$ cat config.mk
export PLATFORM = sky130hd
export DESIGN_NAME = mem_rmw_master_flat
export DESIGN_NICKNAME = d
export VERILOG_FILES = /design/src/rtl/mem_rmw_master_if.sv /design/src/rtl/mem_rmw_master.sv /design/src/flat_wrapper.sv
export SDC_FILE = /design/constraint.sdc
export NUM_CORES = 1
export LEC_CHECK = 0
export ABC_AREA = 1
export CORE_AREA = 4 4 127 129
export CTS_CLUSTER_SIZE = 12
export DETAILED_ROUTE_END_ITERATION = 8
export DIE_AREA = 0 0 131 133
export PLACE_DENSITY = 0.84
export SKIP_CTS_REPAIR_TIMING = 1
export SLEW_MARGIN = 20
export SYNTH_ARGS = -nofsm -noshare
export SYNTH_HDL_FRONTEND = slang
export SYNTH_SLANG_ARGS = --single-unit
$ cat constraint.sdc
create_clock -name clk -period 2.3 [get_ports clk]
set_clock_uncertainty 0.1 [all_clocks]
set_input_delay 0.46 -clock clk [delete_from_list [all_inputs] [get_ports clk]]
set_output_delay 0.46 -clock clk [all_outputs]
set_load 0.03 [all_outputs]
$ cat src/rtl/mem_rmw_master_if.sv
// Request/response handshake and word-memory bus of mem_rmw_master.
// The master modport is the block's view; slave is the CPU-plus-memory side.
interface mem_rmw_master_if #(
  parameter int ADDR_W = 32
);
  logic              req_valid;
  logic              req_ready;
  logic              req_write;
  logic [1:0]        req_size;
  logic              req_unsigned;
  logic [ADDR_W-1:0] req_addr;
  logic [31:0]       req_wdata;

  logic              resp_valid;
  logic [31:0]       resp_rdata;
  logic              resp_err;

  logic              mem_writeEn;
  logic [ADDR_W-1:0] mem_address;
  logic [31:0]       mem_writeData;
  logic [31:0]       mem_readData;

  modport master (
    input  req_valid, req_write, req_size, req_unsigned, req_addr, req_wdata,
    output req_ready,
    output resp_valid, resp_rdata, resp_err,
    output mem_writeEn, mem_address, mem_writeData,
    input  mem_readData
  );

  modport slave (
    output req_valid, req_write, req_size, req_unsigned, req_addr, req_wdata,
    input  req_ready,
    input  resp_valid, resp_rdata, resp_err,
    input  mem_writeEn, mem_address, mem_writeData,
    output mem_readData
  );
endinterface

$ cat src/rtl/mem_rmw_master.sv
// Byte/half/word load-store initiator for a single-cycle word memory, with read-modify-write for sub-word stores.
// Optional macro MEM_RMW_ALIGN_CHECK_EN turns misaligned or reserved-size requests into error responses.
module mem_rmw_master #(
  parameter int ADDR_W = 32
) (
  input  logic             clk,
  input  logic             rst_n,
  mem_rmw_master_if.master bus
);

  typedef enum logic [2:0] {IDLE, LD, RD, WR, RESP} state_t;

  state_t            state_q;
  logic [1:0]        size_q;
  logic              unsigned_q;
  logic [1:0]        lane_q;
  logic [15:0]       wdata_q;
  logic [ADDR_W-1:0] memAddr_q;
  logic [31:0]       memWdata_q;
  logic [31:0]       respRdata_q;
  logic              respErr_q;

  logic [1:0]  reqSize_d;
  logic [1:0]  reqLane_d;
  logic        reqErr_d;
  logic [31:0] shifted_d;
  logic [31:0] loadData_d;
  logic [31:0] mergeData_d;

  // Normalise the incoming request: either flag bad alignment or force it.
  always_comb begin
    reqErr_d  = 1'b0;
    reqSize_d = bus.req_size;
    reqLane_d = bus.req_addr[1:0];
`ifdef MEM_RMW_ALIGN_CHECK_EN
    case (bus.req_size)
      2'b01:   reqErr_d = bus.req_addr[0];
      2'b10:   reqErr_d = |bus.req_addr[1:0];
      2'b11:   reqErr_d = 1'b1;
      default: reqErr_d = 1'b0;
    endcase
`else
    if (bus.req_size == 2'b11) reqSize_d = 2'b10;
    case (reqSize_d)
      2'b01:   reqLane_d = {bus.req_addr[1], 1'b0};
      2'b10:   reqLane_d = 2'b00;
      default: reqLane_d = bus.req_addr[1:0];
    endcase
`endif
  end

  always_comb begin
    shifted_d = bus.mem_readData >> {lane_q, 3'b000};
    case (size_q)
      2'b00:   loadData_d = unsigned_q ? {24'd0, shifted_d[7:0]}
                                       : {{24{shifted_d[7]}}, shifted_d[7:0]};
      2'b01:   loadData_d = unsigned_q ? {16'd0, shifted_d[15:0]}
                                       : {{16{shifted_d[15]}}, shifted_d[15:0]};
      default: loadData_d = bus.mem_readData;
    endcase
  end

  always_comb begin
    mergeData_d = bus.mem_readData;
    if (size_q == 2'b00) begin
      mergeData_d[{lane_q, 3'b000} +: 8] = wdata_q[7:0];
    end else begin
      mergeData_d[{lane_q[1], 4'b0000} +: 16] = wdata_q;
    end
  end

  // Word stores skip RD; errors skip the memory entirely and keep the old address.
  always_ff @(posedge clk or negedge rst_n) begin
    if (!rst_n) begin
      state_q     <= IDLE;
      size_q      <= 2'b00;
      unsigned_q  <= 1'b0;
      lane_q      <= 2'b00;
      wdata_q     <= 16'd0;
      memAddr_q   <= '0;
      memWdata_q  <= 32'd0;
      respRdata_q <= 32'd0;
      respErr_q   <= 1'b0;
    end else begin
      case (state_q)
        IDLE: begin
          if (bus.req_valid) begin
            size_q     <= reqSize_d;
            unsigned_q <= bus.req_unsigned;
            lane_q     <= reqLane_d;
            wdata_q    <= bus.req_wdata[15:0];
            if (reqErr_d) begin
              respErr_q   <= 1'b1;
              respRdata_q <= 32'd0;
              state_q     <= RESP;
            end else begin
              memAddr_q <= {bus.req_addr[ADDR_W-1:2], 2'b00};
              if (!bus.req_write) begin
                state_q <= LD;
              end else if (reqSize_d == 2'b10) begin
                memWdata_q <= bus.req_wdata;
                state_q    <= WR;
              end else begin
                state_q <= RD;
              end
            end
          end
        end
        LD: begin
          respRdata_q <= loadData_d;
          respErr_q   <= 1'b0;
          state_q     <= RESP;
        end
        RD: begin
          memWdata_q <= mergeData_d;
          state_q    <= WR;
        end
        WR: begin
          respRdata_q <= 32'd0;
          respErr_q   <= 1'b0;
          state_q     <= RESP;
        end
        RESP:    state_q <= IDLE;
        default: state_q <= IDLE;
      endcase
    end
  end

  assign bus.req_ready     = (state_q == IDLE);
  assign bus.resp_valid    = (state_q == RESP);
  assign bus.resp_rdata    = respRdata_q;
  assign bus.resp_err      = respErr_q;
  assign bus.mem_writeEn   = (state_q == WR);
  assign bus.mem_address   = memAddr_q;
  assign bus.mem_writeData = memWdata_q;

endmodule

$ cat src/flat_wrapper.sv
// flat-port wrapper written by rule: the top's interface ports become plain ports
module mem_rmw_master_flat 
#(
  parameter int ADDR_W = 32
)
  (clk, rst_n, bus_req_valid, bus_req_write, bus_req_size, bus_req_unsigned, bus_req_addr, bus_req_wdata, bus_req_ready, bus_resp_valid, bus_resp_rdata, bus_resp_err, bus_mem_writeEn, bus_mem_address, bus_mem_writeData, bus_mem_readData);
  mem_rmw_master_if #(.ADDR_W(ADDR_W)) bus_i ();
  input  logic clk;
  input  logic rst_n;
  input wire logic [$bits(bus_i.req_valid)-1:0] bus_req_valid;
  input wire logic [$bits(bus_i.req_write)-1:0] bus_req_write;
  input wire logic [$bits(bus_i.req_size)-1:0] bus_req_size;
  input wire logic [$bits(bus_i.req_unsigned)-1:0] bus_req_unsigned;
  input wire logic [$bits(bus_i.req_addr)-1:0] bus_req_addr;
  input wire logic [$bits(bus_i.req_wdata)-1:0] bus_req_wdata;
  output wire logic [$bits(bus_i.req_ready)-1:0] bus_req_ready;
  output wire logic [$bits(bus_i.resp_valid)-1:0] bus_resp_valid;
  output wire logic [$bits(bus_i.resp_rdata)-1:0] bus_resp_rdata;
  output wire logic [$bits(bus_i.resp_err)-1:0] bus_resp_err;
  output wire logic [$bits(bus_i.mem_writeEn)-1:0] bus_mem_writeEn;
  output wire logic [$bits(bus_i.mem_address)-1:0] bus_mem_address;
  output wire logic [$bits(bus_i.mem_writeData)-1:0] bus_mem_writeData;
  input wire logic [$bits(bus_i.mem_readData)-1:0] bus_mem_readData;
  assign bus_i.req_valid = bus_req_valid;
  assign bus_i.req_write = bus_req_write;
  assign bus_i.req_size = bus_req_size;
  assign bus_i.req_unsigned = bus_req_unsigned;
  assign bus_i.req_addr = bus_req_addr;
  assign bus_i.req_wdata = bus_req_wdata;
  assign bus_req_ready = bus_i.req_ready;
  assign bus_resp_valid = bus_i.resp_valid;
  assign bus_resp_rdata = bus_i.resp_rdata;
  assign bus_resp_err = bus_i.resp_err;
  assign bus_mem_writeEn = bus_i.mem_writeEn;
  assign bus_mem_address = bus_i.mem_address;
  assign bus_mem_writeData = bus_i.mem_writeData;
  assign bus_i.mem_readData = bus_mem_readData;
  mem_rmw_master #(.ADDR_W(ADDR_W)) u_core (.clk(clk), .rst_n(rst_n), .bus(bus_i));
endmodule
### After elaboration in Yosys (flattened, before gate mapping)

Cells that the tools add are included.

| storage, ports and cells | value |
|---|---|
| input bits | 103 |
| logic and storage cells | 50 |
| output and inout port bits | 100 |
| flip-flop bits (word level) | 118 |

| cells by class | value |
|---|---|
| reductions and logical operators | 7 |
| add/sub/neg operators | 2 |
| eq/ne operators | 11 |
| shifts and indexed selects | 5 |
| mux-type cells | 17 |

Operators with widths:

| cell | count |
|---|---|
| $mux W32 | 6 |
| $pmux W32 S2 | 3 |
| $bwmux W32 | 2 |
| $shift A16 B7 Y32 const A | 1 |
| $shift A8 B7 Y32 const A | 1 |
| $shiftx A16 B7 Y32 | 1 |
| $shiftx A8 B7 Y32 | 1 |
| $shr A32 B5 Y16 | 1 |
| $neg A5 Y7 | 2 |
| $pmux W3 S3 | 1 |
| $eq A3 B2 Y1 const B | 2 |
| $mux W3 | 2 |
| $eq A2 B1 Y1 const B | 2 |
| $eq A2 B2 Y1 const B | 2 |
| $ne A2 B2 Y1 const B | 2 |
| $pmux W2 S2 | 1 |
| $reduce_and A4 Y1 | 1 |
| $reduce_bool A2 Y1 | 2 |
| $eq A3 B1 Y1 const B | 1 |
| $eq A3 B3 Y1 const B | 1 |
| $logic_not A3 Y1 | 1 |
| $logic_not A2 Y1 | 1 |
| $mux W2 | 1 |
| $ne A2 B1 Y1 const B | 1 |
| 3 further kinds | 3 |

### Logic depth before layout (Yosys ltp)

| depth | value |
|---|---|
| word-level depth | 7 |
| depth in mapped cells | 11 |
| depth with buffers taken out | 9 |

### Worst setup path after synthesis

OpenSTA, ideal clock, no wires.

| timing | value |
|---|---|
| path type | register to output |
| from | register u_core.state_q[2] |
| to | output bus_mem_writeEn |
| slack | 0.479 ns |
| arrival | 1.261 ns |
| path buffers | 1 |
| cell stages (with the launch flop) | 5 |
| data required time | 1.740 ns |
| cell sequence | dfrtp_1 -> nor2_2 -> inv_1 -> clkbuf_1 -> nor2_1 |

| on the way | value |
|---|---|
| cells in the longest elaborated chain, start to end | 1 |

RTL lines:

| what | line | RTL |
|---|---|---|
| from (decl) | mem_rmw_master.sv:13 | `state_t state_q;` |
| from (signal assigned) | mem_rmw_master.sv:75 | `state_q <= IDLE;` |
| from (signal assigned) | mem_rmw_master.sv:95 | `state_q <= RESP;` |
| from (signal assigned) | mem_rmw_master.sv:99 | `state_q <= LD;` |
| $eq A3 B2 Y1 | mem_rmw_master.sv:133 | `assign bus.mem_writeEn = (state_q == WR);` |
| to (decl) | flat_wrapper.sv:20 | `output wire logic [$bits(bus_i.mem_writeEn)-1:0] bus_mem_writeEn;` |

Every way passes these cells.

### Worst setup path in the final report

| timing | value |
|---|---|
| from | register u_core.memWdata_q[7], in the netlist u_core.bus.mem_writeData[7] |
| to | output bus_mem_writeData[7] |

RTL lines:

| what | line | RTL |
|---|---|---|
| from (decl) | mem_rmw_master.sv:19 | `logic [31:0] memWdata_q;` |
| from (signal assigned) | mem_rmw_master.sv:101 | `memWdata_q <= bus.req_wdata;` |
| from (signal assigned) | mem_rmw_master.sv:115 | `memWdata_q <= mergeData_d;` |
| to (decl) | flat_wrapper.sv:22 | `output wire logic [$bits(bus_i.mem_writeData)-1:0] bus_mem_writeData;` |

No word-level cell between the ends.

==> impl_results.md <==
* Status: finished, final reports clean
* Hold_ws at 0.367 ns
* Layout cells sized above 1 at 6.98%
* WL/cell at 17.2 um
* Leak Pwr at 4.28 nW
* Worst slew margin at 63.1%
* PnR worst setup slack at 0.261 ns
* Setup TNS at 0 ns
* Largest net degree at the start of global routing at 45
* Critical path buffers and inverters at 1
* Vias at 6,998
* Yosys Warn Count at 0
* Antenna viol nets, final at 0
* Synthesized area at 6600 um2
* Iter 0 DRT Violations at 778
* CTS tree: done
* RSZ-0062 raised after global routing: false
* Slowest stage delay, CP at 0.69 ns
* Yosys reg bits at 118
* Die X at 131 um
* Vias per inst at 5.42
* Type of origin of the critical path: flop
* Die Y at 133 um
* Final core utilization at 62.1%
* DP Worst Slack at 0.171 ns
* Post-route cell area at 9340 um2
* Post-synthesis sequential area ratio at 44.7%
* DRT Wirelength at 22,200 um
* Max-cap violation count at 0
* Final Wtd Congestion at 0.952
* Max-slew violations at 0
* Clock Path Buffers at 2
* Critical path required time at 1.74 ns
* GRT Overall Usage at 25.4%
* Cells after DPL at 1,260
* PwrDens at 1580 nW/um2
* Syn avg cell area at 7.30 um2
* CTS Buf Count at 17
* Fin crit share at 88.7%
* Clock-pin slew on the worst setup and hold paths at 0.05 ns
* H-tree Lvls at 4
* Row count at 45
* IR drop worst, VDD at 0.812 mV
* Setup CP Type: reg -> out
* Tightest Hold Check Type: reg -> reg
* Synth unique cells at 32
* Clock root cell: clkbuf_16
* # nets final at 1,200
* Placed standard-cell area at 8710 um2
* Layout area overhead at 41.6%
* Actual slew at the worst max-slew pin at 0.552 ns
* Latest clock arrival within the worst-skew pair at 0.42 ns
* Post-Layout Cell Count at 1,291
* Iteration count of the initial detailed-routing pass at 9
* Core outline area at 15,000 um2
* Power, Total at 14.7 mW
* Die ar. at 17,400 um2
* CP max FO at 2
* Ports at 203
* Final hold viol count at 0
* Critical path capture point type: primary output
* Clock sinks at 118
* Slowest cell on crit path: clkdlybuf4s50_1
* CP top delay family: buffers and inverters
* Vias in the first global route at 6,609
* Antenna violations before repair at 1
* First-pass GRT wire length at 34,800 um
* Cell count after synthesis at 904
* Crit-path cells: clkdlybuf4s50_1
* IO buf count at 199
* Initial core utilization at 43.9%
* Final Setup Violations at 0
* DP HPWL at 16,200 um
* # DRC at 0
* Critical path arrival at 1.48 ns
* Maximum clock rate at 490 MHz
* Global route total overflow at 0
* Min Clock Period, post-route at 2.04 ns
* # diodes at 0
-- layer usage --
metal  up-vias  GRT usage, %  wire length (um)
li1       3329             -                 -
met1      3235          33.2              8630
met2       382          40.0             10600
met3        50          8.28              2450
met4         2          7.94               452
met5         -             0                 7
-- sequential cells by signal, summed over array words and instances, names as in the netlist --
register	cells
u_core.bus.mem_writeData	32
u_core.bus.resp_rdata	32
u_core.bus.mem_address	30
u_core.wdata_q	16
u_core.state_q	3
u_core.lane_q	2
u_core.size_q	2
u_core.unsigned_q	1
-- power by group --
part	switching, mW	internal, mW	total [mW]
logic	5.19	2.96	8.15
registers	0.654	3.09	3.74
clock network	0.948	1.88	2.83
-- cells in the mapped netlist --
master / count / area [um2]
nand3_1: 52 / 260
nand2_4: 2 / 22.5
o21ai_1: 6 / 30.0
o22ai_1: 7 / 43.8
buf_6: 8 / 90.1
dfrtp_1: 118 / 2950
a21oi_1: 108 / 541
o211ai_1: 23 / 173
nand3_2: 1 / 10.0
buf_2: 22 / 110
nor3_1: 7 / 35.0
nor2_4: 1 / 11.3
inv_6: 1 / 8.76
buf_4: 13 / 97.6
a311oi_1: 1 / 8.76
nand4_1: 2 / 12.5
nand2_2: 2 / 12.5
conb_1: 1 / 3.75
or2_2: 1 / 6.26
clkinv_1: 1 / 3.75
o21ai_0: 85 / 425
inv_1: 61 / 229
clkbuf_1: 12 / 45.0
nor2_2: 4 / 25.0
nand2_1: 288 / 1080
nor2_1: 60 / 225
ha_1: 5 / 62.6
nand3b_1: 1 / 7.51
a21oi_2: 1 / 8.76
o21ai_2: 1 / 8.76
inv_2: 8 / 30.0
nand3_4: 1 / 17.5
-- cells in the final DEF (no fill, tap or decap), types with 6 or more instances in the layout --
cell / Yosys / layout
a21oi_1: 108 / 108
buf_4: 13 / 20
clkbuf_16: 0 / 17
clkdlybuf4s50_1: 0 / 195
dfrtp_1: 118 / 117
inv_1: 61 / 61
inv_2: 8 / 8
nand2_1: 288 / 288
nand3_1: 52 / 52
nor2_1: 60 / 60
nor3_1: 7 / 7
o211ai_1: 23 / 23
o21ai_0: 85 / 85
o21ai_1: 6 / 6
o22ai_1: 7 / 7
-- path summary, 6_finish.rpt --
path / depth (start not counted) / slack, ns / from / endpoint
setup / recovery: 1 / 0.26 / u_core.bus.mem_writeData[7]$_DFFE_PN0P_ / bus_mem_writeData[7]
hold / removal: 2 / 0.37 / u_core.bus.mem_address[14]$_DFFE_PN0P_ / u_core.bus.mem_address[14]$_DFFE_PN0P_
setup reg to reg: 7 / 0.33 / u_core.lane_q[1]$_DFFE_PN0P_ / u_core.bus.mem_writeData[16]$_DFFE_PN0P_
hold reg to reg: 2 / 0.37 / u_core.bus.mem_address[14]$_DFFE_PN0P_ / u_core.bus.mem_address[14]$_DFFE_PN0P_
max in group asynchronous: 3 / 1.02 / rst_n / u_core.bus.resp_rdata[24]$_DFFE_PN0P_
min in group asynchronous: 2 / 0.46 / rst_n / u_core.bus.mem_writeData[7]$_DFFE_PN0P_
-- final cells by class --
class	count	area, um2
multi-input cells	662	3040
repair buffers	222	2220
flip-flops and latches	118	2950
clock buffers	21	470
well taps	188	235
inverters	71	272
fillers	1266	5690
clock inverters	9	150
-- worst min-delay path: stages (launching register included) --
cell	delay, ns
dfrtp_1	0.34
nand2_1	0.05
nand2_1	0.05
-- cell families (layout without fill, tap and decap cells) --
family / after synthesis / count (layout) / share of synthesized area, %
buffers and inverters: 126 / 323 / 9.31
DFF: 118 / 118 / 44.7
and+or+nand+nor: 422 / 422 / 26.2
adders and majority gates: 5 / 5 / 0.948
AOI/OAI and AO/OA: 232 / 232 / 18.8
other: 1 / 3 / 0.0568
Power figures use the tool's default switching activity.
